--- src/rtl/fp32_pkg.sv ---
// Shared fp32 field widths, constants and divider state encoding.
// Imported by the divider and reusable by the fp32 multiplier.
package fp32_pkg;

    localparam int EXP_W  = 8;
    localparam int FRAC_W = 23;
    localparam int BIAS   = 127;

    localparam logic [EXP_W-1:0] EXP_MAX = 8'hFF;
    localparam logic [31:0]      QNAN    = 32'h7FC00000;

    typedef enum logic [1:0] {
        IDLE  = 2'd0,
        DIV   = 2'd1,
        ROUND = 2'd2,
        DONE  = 2'd3
    } div_state_e;

endpackage

--- src/rtl/fp_div32_iter_if.sv ---
// Operand/result handshake bundle for fp_div32_iter.
// FP_DIV32_FLAGS_EN adds the 5-bit exception flags output.
interface fp_div32_iter_if;

    logic        in_valid;
    logic        in_ready;
    logic [31:0] a;
    logic [31:0] b;
    logic        out_valid;
    logic        out_ready;
    logic [31:0] q;
`ifdef FP_DIV32_FLAGS_EN
    logic [4:0]  flags;
`endif

    modport master (
        output in_valid, a, b, out_ready,
        input  in_ready, out_valid, q
`ifdef FP_DIV32_FLAGS_EN
        , input flags
`endif
    );

    modport slave (
        input  in_valid, a, b, out_ready,
        output in_ready, out_valid, q
`ifdef FP_DIV32_FLAGS_EN
        , output flags
`endif
    );

endinterface

--- src/rtl/fp32_classify.sv ---
// Combinational fp32 operand decode; denormals are reported as zero.
// The sign bit is not needed here, so only the magnitude is taken.
module fp32_classify
    import fp32_pkg::*;
(
    input  logic [30:0] mag_i,
    output logic        is_zero_o,
    output logic        is_inf_o,
    output logic        is_nan_o,
    output logic        hidden_o
);

    logic [EXP_W-1:0]  exp_f;
    logic [FRAC_W-1:0] frac_f;

    assign exp_f     = mag_i[30:23];
    assign frac_f    = mag_i[22:0];
    assign hidden_o  = |exp_f;
    assign is_zero_o = ~hidden_o;
    assign is_inf_o  = (exp_f == EXP_MAX) && (frac_f == '0);
    assign is_nan_o  = (exp_f == EXP_MAX) && (frac_f != '0);

endmodule

--- src/rtl/fp_div32_iter.sv ---
// Iterative fp32 divider: restoring division, one quotient bit per cycle, RNE.
// Define FP_DIV32_FLAGS_EN to add the {invalid,divbyzero,overflow,underflow,inexact} flags.
//
// state | meaning
// IDLE  | in_ready high, waiting for an operand pair
// DIV   | one restoring-division step per cycle, QBITS cycles
// ROUND | normalize, round to nearest even, range check
// DONE  | out_valid high, q held until out_ready
module fp_div32_iter
    import fp32_pkg::*;
#(
    parameter int QBITS = 26
) (
    input logic             clk,
    input logic             rst,
    fp_div32_iter_if.slave  bus
);

    div_state_e        state_q;
    logic [4:0]        cnt_q;
    logic              sign_q;
    logic [EXP_W-1:0]  ea_q;
    logic [EXP_W-1:0]  eb_q;
    logic [QBITS-1:0]  rem_q;
    logic [QBITS-1:0]  quo_q;
    logic [23:0]       mb_q;
    logic [31:0]       q_q;
    logic              in_ready_q;
    logic              out_valid_q;

    logic a_zero, a_inf, a_nan, a_hidden;
    logic b_zero, b_inf, b_nan, b_hidden;

    fp32_classify u_cls_a (
        .mag_i     (bus.a[30:0]),
        .is_zero_o (a_zero),
        .is_inf_o  (a_inf),
        .is_nan_o  (a_nan),
        .hidden_o  (a_hidden)
    );

    fp32_classify u_cls_b (
        .mag_i     (bus.b[30:0]),
        .is_zero_o (b_zero),
        .is_inf_o  (b_inf),
        .is_nan_o  (b_nan),
        .hidden_o  (b_hidden)
    );

    logic        sign_in;
    logic        spec_hit;
    logic [31:0] spec_res;
`ifdef FP_DIV32_FLAGS_EN
    logic        spec_inv;
    logic        spec_dbz;
`endif

    // Special-case decode in priority order; 0/0 is caught before x/0.
    always_comb begin
        sign_in  = bus.a[31] ^ bus.b[31];
        spec_hit = 1'b1;
        spec_res = '0;
`ifdef FP_DIV32_FLAGS_EN
        spec_inv = 1'b0;
        spec_dbz = 1'b0;
`endif
        if (a_nan || b_nan || (a_zero && b_zero) || (a_inf && b_inf)) begin
            spec_res = QNAN;
`ifdef FP_DIV32_FLAGS_EN
            spec_inv = 1'b1;
`endif
        end else if (a_inf || b_zero) begin
            spec_res = {sign_in, EXP_MAX, {FRAC_W{1'b0}}};
`ifdef FP_DIV32_FLAGS_EN
            spec_dbz = ~a_inf;
`endif
        end else if (a_zero || b_inf) begin
            spec_res = {sign_in, 31'h0};
        end else begin
            spec_hit = 1'b0;
        end
    end

    logic [QBITS-1:0] diff;
    logic             qbit;
    logic [QBITS-1:0] rem_d;
    logic [QBITS-1:0] quo_d;

    always_comb begin
        diff  = rem_q - {2'b00, mb_q};
        qbit  = (rem_q >= {2'b00, mb_q});
        rem_d = (qbit ? diff : rem_q) << 1;
        quo_d = {quo_q[QBITS-2:0], qbit};
    end

    logic              norm;
    logic [FRAC_W-1:0] frac_sel;
    logic              guard;
    logic              sticky;
    logic              round_up;
    logic              carry;
    logic [FRAC_W-1:0] frac_r;
    logic signed [9:0] exp_r;
    logic              unf;
    logic              ovf;
    logic              inexact;
    logic [31:0]       res_d;

    // The hidden bit is implicit: quotient lies in (0.5, 2), so the leading
    // kept bit is always 1 and only the fraction needs rounding.
    always_comb begin
        norm = quo_q[25];
        if (norm) begin
            frac_sel = quo_q[24:2];
            guard    = quo_q[1];
            sticky   = quo_q[0] | (rem_q != '0);
        end else begin
            frac_sel = quo_q[23:1];
            guard    = quo_q[0];
            sticky   = (rem_q != '0);
        end
        round_up        = guard & (sticky | frac_sel[0]);
        {carry, frac_r} = {1'b0, frac_sel} + {{FRAC_W{1'b0}}, round_up};
        exp_r = {2'b00, ea_q} - {2'b00, eb_q} + 10'(BIAS)
              - {9'd0, ~norm} + {9'd0, carry};
        unf     = (exp_r <= 10'sd0);
        ovf     = (exp_r >= 10'sd255);
        inexact = guard | sticky | unf | ovf;
        if (unf) begin
            res_d = {sign_q, 31'h0};
        end else if (ovf) begin
            res_d = {sign_q, EXP_MAX, {FRAC_W{1'b0}}};
        end else begin
            res_d = {sign_q, exp_r[7:0], frac_r};
        end
    end

`ifdef FP_DIV32_FLAGS_EN
    logic [4:0] flags_q;
`endif

    always_ff @(posedge clk) begin
        if (rst) begin
            state_q     <= IDLE;
            cnt_q       <= '0;
            sign_q      <= 1'b0;
            ea_q        <= '0;
            eb_q        <= '0;
            rem_q       <= '0;
            quo_q       <= '0;
            mb_q        <= '0;
            q_q         <= '0;
            in_ready_q  <= 1'b1;
            out_valid_q <= 1'b0;
`ifdef FP_DIV32_FLAGS_EN
            flags_q     <= '0;
`endif
        end else begin
            unique case (state_q)
                IDLE: begin
                    if (bus.in_valid && in_ready_q) begin
                        sign_q     <= sign_in;
                        ea_q       <= bus.a[30:23];
                        eb_q       <= bus.b[30:23];
                        rem_q      <= {2'b00, a_hidden, bus.a[22:0]};
                        mb_q       <= {b_hidden, bus.b[22:0]};
                        quo_q      <= '0;
                        in_ready_q <= 1'b0;
`ifdef FP_DIV32_FLAGS_EN
                        flags_q    <= '0;
`endif
                        if (spec_hit) begin
                            q_q         <= spec_res;
                            out_valid_q <= 1'b1;
                            state_q     <= DONE;
`ifdef FP_DIV32_FLAGS_EN
                            flags_q     <= {spec_inv, spec_dbz, 3'b000};
`endif
                        end else begin
                            cnt_q   <= 5'(QBITS - 1);
                            state_q <= DIV;
                        end
                    end
                end
                DIV: begin
                    rem_q <= rem_d;
                    quo_q <= quo_d;
                    if (cnt_q == '0) begin
                        state_q <= ROUND;
                    end else begin
                        cnt_q <= cnt_q - 5'd1;
                    end
                end
                ROUND: begin
                    q_q         <= res_d;
                    out_valid_q <= 1'b1;
                    state_q     <= DONE;
`ifdef FP_DIV32_FLAGS_EN
                    flags_q     <= {2'b00, ovf, unf, inexact};
`endif
                end
                DONE: begin
                    if (bus.out_ready) begin
                        out_valid_q <= 1'b0;
                        in_ready_q  <= 1'b1;
                        state_q     <= IDLE;
                    end
                end
                default: state_q <= IDLE;
            endcase
        end
    end

    assign bus.in_ready  = in_ready_q;
    assign bus.out_valid = out_valid_q;
    assign bus.q         = q_q;
`ifdef FP_DIV32_FLAGS_EN
    assign bus.flags     = flags_q;
`endif

endmodule

--- src/flat_wrapper.sv ---
// flat-port wrapper written by rule: the top's interface ports become plain ports
module fp_div32_iter_flat import fp32_pkg::*;
#(
    parameter int QBITS = 26
)
  (clk, rst, bus_in_valid, bus_a, bus_b, bus_out_ready, bus_in_ready, bus_out_valid, bus_q);
  fp_div32_iter_if bus_i ();
  input logic clk;
  input logic rst;
  input wire logic [$bits(bus_i.in_valid)-1:0] bus_in_valid;
  input wire logic [$bits(bus_i.a)-1:0] bus_a;
  input wire logic [$bits(bus_i.b)-1:0] bus_b;
  input wire logic [$bits(bus_i.out_ready)-1:0] bus_out_ready;
  output wire logic [$bits(bus_i.in_ready)-1:0] bus_in_ready;
  output wire logic [$bits(bus_i.out_valid)-1:0] bus_out_valid;
  output wire logic [$bits(bus_i.q)-1:0] bus_q;
  assign bus_i.in_valid = bus_in_valid;
  assign bus_i.a = bus_a;
  assign bus_i.b = bus_b;
  assign bus_i.out_ready = bus_out_ready;
  assign bus_in_ready = bus_i.in_ready;
  assign bus_out_valid = bus_i.out_valid;
  assign bus_q = bus_i.q;
  fp_div32_iter #(.QBITS(QBITS)) u_core (.clk(clk), .rst(rst), .bus(bus_i));
endmodule
--- config.mk ---
export PLATFORM = sky130hd
export DESIGN_NAME = fp_div32_iter_flat
export DESIGN_NICKNAME = d
export VERILOG_FILES = /design/src/rtl/fp32_pkg.sv /design/src/rtl/fp_div32_iter_if.sv /design/src/rtl/fp32_classify.sv /design/src/rtl/fp_div32_iter.sv /design/src/flat_wrapper.sv
export SDC_FILE = /design/constraint.sdc
export NUM_CORES = 1
export LEC_CHECK = 0
export ABC_AREA = 1
export BUFFER_PORTS_ARGS = -buffer_cell sky130_fd_sc_hd__buf_2
export CORE_UTILIZATION = 62
export DETAILED_ROUTE_END_ITERATION = 16
export PLACE_DENSITY = 0.84
export SLEW_MARGIN = 20
export SYNTH_ARGS = -nofsm -noshare
export SYNTH_HDL_FRONTEND = slang
export SYNTH_SLANG_ARGS = --single-unit
--- constraint.sdc ---
create_clock -name clk -period 6.3 [get_ports clk]
set_input_delay 0.63 -clock clk [delete_from_list [all_inputs] [get_ports clk]]
set_output_delay 0.63 -clock clk [all_outputs]
set_load 0.01 [all_outputs]
# Yosys cells after proc, flatten, opt, wreduce, memory -nomap -nowiden
# Cells that the tools add are included.
[classes]
add_sub_neg = 7
n_mul = 0
n_div = 0
n_lt_le_gt_ge = 3
eq_ne = 11
shifts = 0
mux = 35
n_bitwise = 7
n_reduce_logical = 32
[ops]
columns = ["op", "count"]
rows = [
  ["32-bit two-way mux", 5],
  ["26-bit one-hot mux with 2 select lines", 2],
  ["32-bit one-hot mux with 2 select lines", 1],
  ["31-bit two-way mux", 2],
  ["26-bit two-way mux", 2],
  ["23-bit zero test", 2],
  ["23-bit nonzero test", 2],
  ["26-bit by 24-bit greater-or-equal comparator with 1-bit output", 1],
  ["26-bit nonzero test", 1],
  ["25-bit two-way mux", 1],
  ["25-bit by 24-bit subtractor with 25-bit output", 1],
  ["23-bit by 1-bit adder with 24-bit output", 1],
  ["23-bit two-way mux", 1],
  ["8-bit equality test (second input constant)", 2],
  ["8-bit OR reduction", 2],
  ["5-bit two-way mux", 3],
  ["10-bit by 1-bit adder with 10-bit output", 1],
  ["10-bit by 7-bit adder with 10-bit output (second input constant)", 1],
  ["10-bit by 9-bit greater-or-equal comparator with 1-bit output (second input constant)", 1],
  ["10-bit by 1-bit <= comparator with 1-bit output (second input constant)", 1],
  ["1-bit two-way mux", 10],
  ["5-bit one-hot mux with 2 select lines", 1],
  ["10-bit by 1-bit subtractor with 10-bit output", 1],
  ["3-bit AND reduction", 3],
  ["other kinds (22)", 47],
]
[word_totals]
regBits = 134
latch_bits = 0
ramBits = 0
romBits = 0
input_bits = 68
out_inout_bits = 34
mem_count = 0

# Longest topological paths before layout
# Gate-level depths: netlist of run 1.
[depth]
ltp_word = 11
depth_mapped = 27
ltp_nobuf = 26

# Cells and area by module
# From an unflattened synthesis of run 1, not the netlist that was laid out.
[hier_totals]
hier_cells = 1509
area_unflattened_um2 = 9480.3
[modules_own_cells]
columns = ["module", "instances", "cells_each", "area_per_inst_um2", "seq_area_each_um2"]
rows = [
  ["fp_div32_iter", 1, 1433, 9175.0, 2682.6],
  ["fp32_classify", 2, 38, 152.6, 0.0],
]

# Worst setup path after synthesis of run 1
# Ideal clock, no wire load.
[synth_timing]
kind = "reg2reg"
from = "reg u_core.quo_q[25]"
to = "reg u_core.q_q[10] (netlist: u_core.bus.q[10])"
setup_ns = 0.117
arrival_ns = 3.276
t_required_ns = 6.183
path_slack_ns = 2.907
path_stages_with_launch = 22
synth_period_minus_slack_ns = 3.393
cell_sequence = "dfxtp_1 buf_6 buf_12 nor2_2 a21oi_4 nand2_4 nor4_1 and3_1 nand3_1 nor3_1 fa_1 ha_1 inv_1 fa_1 xor2_1 nand4_1 nand3b_1 nor2_1 nand3_2 buf_2 nand4_1 a21oi_1"
[synth_between]
elab_chain_len = 9
[synth_lines]
columns = ["element", "line_no", "text"]
rows = [
  ["from (decl)", "fp_div32_iter.sv:25", "logic [QBITS-1:0] quo_q;"],
  ["from (signal assigned)", "fp_div32_iter.sv:187", "quo_q <= quo_d;"],
  ["1-bit two-way mux / 23-bit two-way mux (equally long branches)", "fp_div32_iter.sv:113", "if (norm) begin"],
  ["1-bit bitwise OR", "fp_div32_iter.sv:122", "round_up = guard & (sticky | frac_sel[0]);"],
  ["1-bit bitwise AND", "fp_div32_iter.sv:122", ""],
  ["23-bit by 1-bit adder with 24-bit output", "fp_div32_iter.sv:123", "{carry, frac_r} = {1'b0, frac_sel} + {{FRAC_W{1'b0}}, round_up};"],
  ["10-bit by 1-bit adder with 10-bit output", "fp_div32_iter.sv:125", "- {9'd0, ~norm} + {9'd0, carry};"],
  ["10-bit by 9-bit greater-or-equal comparator with 1-bit output", "fp_div32_iter.sv:127", "ovf = (exp_r >= 10'sd255);"],
  ["31-bit two-way mux", "fp_div32_iter.sv:131", "end else if (ovf) begin"],
  ["31-bit two-way mux *", "fp_div32_iter.sv:129", "if (unf) begin"],
  ["32-bit one-hot mux with 2 select lines *", "fp_div32_iter.sv:159", "unique case (state_q)"],
  ["to (signal assigned)", "fp_div32_iter.sv:173", "q_q <= spec_res;"],
  ["to (signal assigned)", "fp_div32_iter.sv:195", "q_q <= res_d;"],
  ["to (decl)", "fp_div32_iter.sv:27", "logic [31:0] q_q;"],
]
# Every way passes the cells marked *; elsewhere a longest branch is shown, timed or not.
# A chain may end at the register's enable or synchronous reset.

# Worst setup path in the final report of run 1
[layout_timing]
from = "reg u_core.quo_q[25]"
to = "reg u_core.q_q[0] (netlist: u_core.bus.q[0])"
# The elaborated chain is that of the path after synthesis.

==> qor.txt, run 1 <==
Sequential element share of the synthesized area = 0.268
CTS tree = yes
Met2 wire length = 12.7 mm
GRT Overall Usage = 0.332
Largest net degree at the start of global routing = 71
Yosys reg bits = 134
Final Instance Count excl. Fillers = 1830
Req. time, crit path = 6620 ps
Initial antenna violation count = 0
Met1 WL = 11.5 mm
RR Endpoint = u_core.bus.q[0]
HP Start = bus_a[30]
Root buffer cell = clkbuf_16
Yosys warns = 0
Post-layout power = 7.37 mW
Net count after synthesis = 1658
Gr ovfl total = 0
Initial Util = 0.632
Routed WL = 26.8 mm
Fin. Hold Viols = 0
Cell Rows = 46
Clock Latency Late Sink = 430 ps
Layout cell share with drive strength beyond 1 = 0.150
Cell with the largest stage delay on the worst path = dfxtp_2
Final core occ = 0.698
Slew margin rel. = 0.279
DRT Pass-1 Iters = 5
Post-route ant nets = 0
Final setup vio count = 0
Critical path's top delay family = simple AND/OR/NAND/NOR gates
DRC = 0
Buffers on Ports = 101
Max Freq = 209 MHz
Post-DP HPWL = 19.7 mm
Crit path buffers/inverters = 2
Worst hold path class = in2reg
Post-synthesis cell area = 10000 um^2
Max-slew violation count = 0
Period utilization = 0.759
Routed wire length per instance = 14.6 um
Clock sink count = 134
Vias in the first global route = 9336
Placed Cells = 1799
Largest fanout on the critical path = 27
Worst path cell trace = buf_4 > o21ai_4 > nor4_1 > and3_1 > nand3_1 > nor3_1 > fa_1 > ha_1 > inv_1 > fa_1 > xor2_1 > nand4_1 > nand3b_1 > nor2_1 > nand3_2 > nand2_2 > nor2_1 > nor2_1 > nor2_1
Reg-to-reg setup timing slack = 1520 ps
Post-Synthesis Cells = 1539
Clk buf depth = 2
Placer Congestion = 0.936
Leak = 5.03 nW
Total inserted antenna cells = 0
Post-cts resize count = 0
Max VDD drop = 0.000434 V
Area growth syn-to-layout = 10.4%
Die area = 16600 um^2
Hold path cells = 3
Vias = 10100
Chip Height = 129 um
Most frequent CP cell = nor2_1
TritonCTS buffer count = 17
Cell Pwr Density = 668 nW/um^2
Final instance area = 11000 um^2
First-pass GRT wire length = 43.9 mm
Chip width = 129 um
Final net count = 1721
Crit Path Class = reg2reg
Layout Skew = 7.75 ps
Register Area = 2680 um^2
Max-cap viol count = 0
Highest Signal Layer = met4
Placed cell area = 10500 um^2
Worst Reg2Reg Path Length in Cells = 19
Unique cell type count in the Yosys netlist = 48
Post-CTS Repair Setup Buffers = 0
CORE AREA = 15800 um^2
Number of hold buffers added after cts = 0
DRT iter0 DRCs = 780
CP endpoint kind = flip-flop
Final TNS setup = 0 ps
Area of the multi-input gates = 6120 um^2
Vias per cell = 5.51
Syn Area/Cell = 6.50 um^2
Clock Pin Slew Worst Setup and Hold Paths = 60 ps
Tightest Pin Transition = 1080 ps
Worst path max stage delay = 700 ps
# IOs = 102
RSZ-0062 raised after global routing = false
Fin crit period = 4780 ps
Met3 WL = 1.38 mm
Hold Path Sink = u_core.ea_q[7]
Arrival time at the worst endpoint = 5110 ps
H-tree depth = 4
Worst setup SP type = flip-flop
Outcome = finished clean
# fillers = 1405
Reg2Reg Launch Point = u_core.quo_q[25]
## routing by layer
| layer | vias to the layer above | track usage |
|---|---|---|
| met1 | 4573 | 0.402 |
| met5 | - | 0 |
| met4 | 0 | 0.172 |
| met2 | 316 | 0.562 |
| li1 | 5122 | - |
| met3 | 67 | 0.0652 |
## per-stage QoR
step	hold slack [ps]	setup slack, ps
floorplan	433	2910
global placement	447	1660
detailed placement	450	1520
CTS	456	1480
global route	453	1080
finish	452	1520
## flip-flops by register name, indices dropped and copies added (netlist names)
signal,count
u_core.bus.in_ready,1
u_core.bus.out_valid,1
u_core.bus.q,32
u_core.cnt_q,5
u_core.ea_q,8
u_core.eb_q,8
u_core.mb_q,24
u_core.quo_q,26
u_core.rem_q,26
u_core.sign_q,1
u_core.state_q,2
## worst max-delay path by stage
stage	startpoint	to	slack, ps	cells past startpoint
after floorplan	u_core.quo_q[25]	u_core.bus.q[10]	2910	21
after global placement	u_core.quo_q[25]	u_core.bus.q[26]	1660	19
after detailed placement	u_core.quo_q[25]	u_core.bus.q[22]	1520	19
after CTS	u_core.quo_q[25]	u_core.bus.q[0]	1480	19
after global routing	u_core.quo_q[25]	u_core.bus.q[29]	1080	19
final	u_core.quo_q[25]	u_core.bus.q[0]	1520	19
## synthesized netlist by cell type (all sizes together)
cell,n,area [um^2]
nand2,386,1550
inv,217,815
a21oi,189,972
nor2,160,747
dfxtp,134,2680
o21ai,110,659
nand4,78,503
nand3,71,388
ha,47,588
buf,32,253
clkbuf,30,113
xnor2,23,201
xor2,15,131
nand3b,14,143
clkinv,7,31.3
nor3,6,35.0
fa,4,80.1
a21o,3,22.5
a31oi,3,18.8
nor4,3,18.8
or2,2,12.5
a21boi,1,7.51
a31o,1,8.76
and3,1,6.26
o211ai,1,7.51
o21bai,1,7.51
## logic make-up after synthesis
logic type / after synthesis / share of synthesized area
buffers and inverters: 286 / 0.121
and+or+nand+nor: 721 / 0.340
adders and majority gates: 51 / 0.0668
AOI/OAI and AO/OA: 309 / 0.170
DFF: 134 / 0.268
xor gates and xnor gates: 38 / 0.0333
## placed cells by master, fill, tap and decap left out, types with 8 or more instances in the layout
cell type / instances
nor2_4: 10
nand4_1: 77
a21oi_1: 184
dfxtp_1: 133
ha_1: 47
o21ai_1: 13
xor2_1: 15
clkbuf_16: 17
o21ai_0: 81
inv_1: 206
xnor2_1: 23
buf_2: 101
nand2_4: 8
nand2_2: 17
o21ai_2: 9
nor2_2: 22
nand3b_1: 11
nand3_1: 65
nor2_1: 127
inv_2: 11
nand2_1: 361
## where the power goes
group          internal, mW  leakage, nW  switching (mW)
Combinational          1.69         3.66            3.41
Clock                 0.595        0.277           0.401
Sequential             1.12         1.10           0.162
## worst reg2reg max path: stages (launching register included)
cell	delay [ps]
dfxtp_2	700
buf_4	520
o21ai_4	130
nor4_1	270
and3_1	190
nand3_1	70
nor3_1	260
fa_1	250
ha_1	160
inv_1	50
fa_1	390
xor2_1	260
nand4_1	120
nand3b_1	180
nor2_1	150
nand3_2	410
nand2_2	340
nor2_1	80
nor2_1	100
nor2_1	60
## layout make-up
class                   count  area share
clock buffers              18      0.0398
clock inverters            13      0.0133
inverters                 224      0.0766
multi-input cells        1119       0.554
flip-flops and latches    134       0.243
well taps                 216      0.0245
repair buffers            106      0.0492
Power figures use the tool's default switching activity.
==> inputs of run 2 (changes only) <==
--- a/config.mk
+++ b/config.mk
@@ -7,9 +7,9 @@
 export LEC_CHECK = 0
 export ABC_AREA = 1
 export BUFFER_PORTS_ARGS = -buffer_cell sky130_fd_sc_hd__buf_2
-export CORE_UTILIZATION = 62
+export CORE_UTILIZATION = 61
 export DETAILED_ROUTE_END_ITERATION = 16
-export PLACE_DENSITY = 0.84
+export PLACE_DENSITY = 0.83
 export SLEW_MARGIN = 20
 export SYNTH_ARGS = -nofsm -noshare
 export SYNTH_HDL_FRONTEND = slang
==> constraint.sdc (replaced) <==
create_clock -name clk -period 4.6 [get_ports clk]
set_input_delay 0.46 -clock clk [delete_from_list [all_inputs] [get_ports clk]]
set_output_delay 0.46 -clock clk [all_outputs]
set_load 0.01 [all_outputs]
==> run 2 against run 1 <==
  * Sequential share of layout area down 0.093 points
  * Clock skew is essentially flat
  * Sequential power is 38% higher
  * Non-clock buffer count up 5
  * Global-route usage down 0.15 points
  * Combinational power rose by 36%
  * Clock power grew 40%
==> qor.txt, run 2 (synthesis results as in run 1) <==
Outcome = finished clean
Vias = 10100
Chip Height = 130 um
RR Endpoint = u_core.bus.q[0]
TritonCTS buffer count = 17
Worst path max stage delay = 710 ps
Largest fanout on the critical path = 28
Gr ovfl total = 0
Post-route ant nets = 0
Max-slew violation count = 0
Crit Path Class = reg2reg
Final setup vio count = 0
Largest register FFs = 32
Routed WL = 26.9 mm
Chip width = 130 um
Worst Setup EP = u_core.bus.q[0]
Cell Rows = 46
Arrival time at the worst endpoint = 4480 ps
Clock Pin Slew Worst Setup and Hold Paths = 60 ps
Clk buf depth = 2
Critical path's top delay family = simple AND/OR/NAND/NOR gates
Worst setup SP type = flip-flop
Period utilization = 0.895
Fin crit period = 4120 ps
Vias in the first global route = 9526
Max VDD drop = 0.000542 V
Leak = 5.06 nW
Vias per cell = 5.49
CTS tree = yes
Tightest Pin Transition = 1050 ps
Crit path buffers/inverters = 4
First-pass GRT wire length = 44.0 mm
Worst hold path class = in2reg
Placer Congestion = 0.974
Reg2Reg Launch Point = u_core.quo_q[25]
Final TNS setup = 0 ps
Buffers on Ports = 101
CP Launch Point = u_core.quo_q[25]
Final core occ = 0.696
Placed Cells = 1804
RSZ-0062 raised after global routing = false
CP endpoint kind = flip-flop
Max-cap viol count = 0
GRT Overall Usage = 0.331
Fin. Hold Viols = 0
Req. time, crit path = 4960 ps
Most common cell after layout, fill and taps aside = nand2_1
Cell with the largest stage delay on the worst path = dfxtp_2
Post-cts resize count = 0
H-tree depth = 4
Final net count = 1726
Final Instance Count excl. Fillers = 1836
Worst Reg2Reg Path Length in Cells = 23
DRC = 0
Cell Pwr Density = 910 nW/um^2
Clock Latency Late Sink = 430 ps
DRT Pass-1 Iters = 5
Post-DP HPWL = 19.9 mm
Post-layout power = 10.1 mW
Max Freq = 243 MHz
Area growth syn-to-layout = 10.9%
Number of hold buffers added after cts = 0
Hold WS = 300 ps
Most frequent cells in the layout = nand2_1, inv_1, a21oi_1
Total inserted antenna cells = 0
Initial antenna violation count = 0
DRT iter0 DRCs = 777
CORE AREA = 15900 um^2
Layout cell share with drive strength beyond 1 = 0.151
Routed wire length per instance = 14.6 um
Clock sink count = 134
Root buffer cell = clkbuf_16
Initial Util = 0.627
Worst path cell trace = buf_4 > o21ai_4 > nor4_1 > and3_1 > nand3_1 > nor3_1 > fa_1 > ha_1 > inv_1 > fa_1 > inv_1 > nand4_1 > nand3_1 > nand2_2 > nand2_2 > inv_2 > nand3_1 > nand2_2 > nand2_4 > nand2_1 > nor2_1 > nor2_1 > nor2_1
Die area = 16900 um^2
Largest net degree at the start of global routing = 71
Layout Skew = 7.25 ps
# IOs = 102
Reg-to-reg setup timing slack = 480 ps
CP Depth = 23
Slew margin rel. = 0.297
Post-CTS Repair Setup Buffers = 0
==> run 2: changes by cell type in the layout (fill, tap and decap cells not counted), sizes merged <==
cell and delta:
buf +5, clkinv +2, inv -3, bufinv +1, clkbuf +2, clkinvlp -1
==> run 2: layout make-up <==
class / instances / area (um^2)
multi-input combinational: 1119 / 6120
fill: 1434 / 4850
sequential: 134 / 2680
inverter: 224 / 846
timing repair buffer: 111 / 581
clock buffer: 20 / 437
tap: 216 / 270
clock inverter: 12 / 154
==> run 2: per-layer routing <==
metal	global-route usage	share of wire	routed length [um]
met3	0.0488	0.045	1200
met4	0.162	0.036	980
met1	0.378	0.42	11200
met2	0.600	0.50	13500
met5	0	0	0
==> run 2: metrics by stage <==
stage                     setup slack, ps  cell area (um^2)
after floorplan                      1210             10000
after global placement                607             10500
after detailed placement              494             10500
after CTS                             453             11100
after global routing                 81.9             11100
final                                 482             11100
==> run 2: worst min-delay path by stage <==
stage / start / end / cells past startpoint
CTS: bus_a[30] / u_core.ea_q[7] / 3
global placement: u_core.eb_q[4] / u_core.eb_q[4] / 2
global route: bus_b[23] / u_core.eb_q[0] / 3
finish: bus_a[24] / u_core.ea_q[1] / 3
detailed placement: u_core.ea_q[0] / u_core.ea_q[0] / 2
floorplan: u_core.ea_q[0] / u_core.ea_q[0] / 2
==> run 2: worst min-delay path: stages <==
cell	delay [ps]
buf_2	110
nand2_1	60
a21oi_1	50
==> run 2: report_power, final <==
part / leakage [nW] / switching, mW / internal (mW) / total (mW)
clock: 0.280 / 0.538 / 0.851 / 1.39
combinational: 3.68 / 4.62 / 2.33 / 6.94
sequential: 1.10 / 0.237 / 1.53 / 1.77
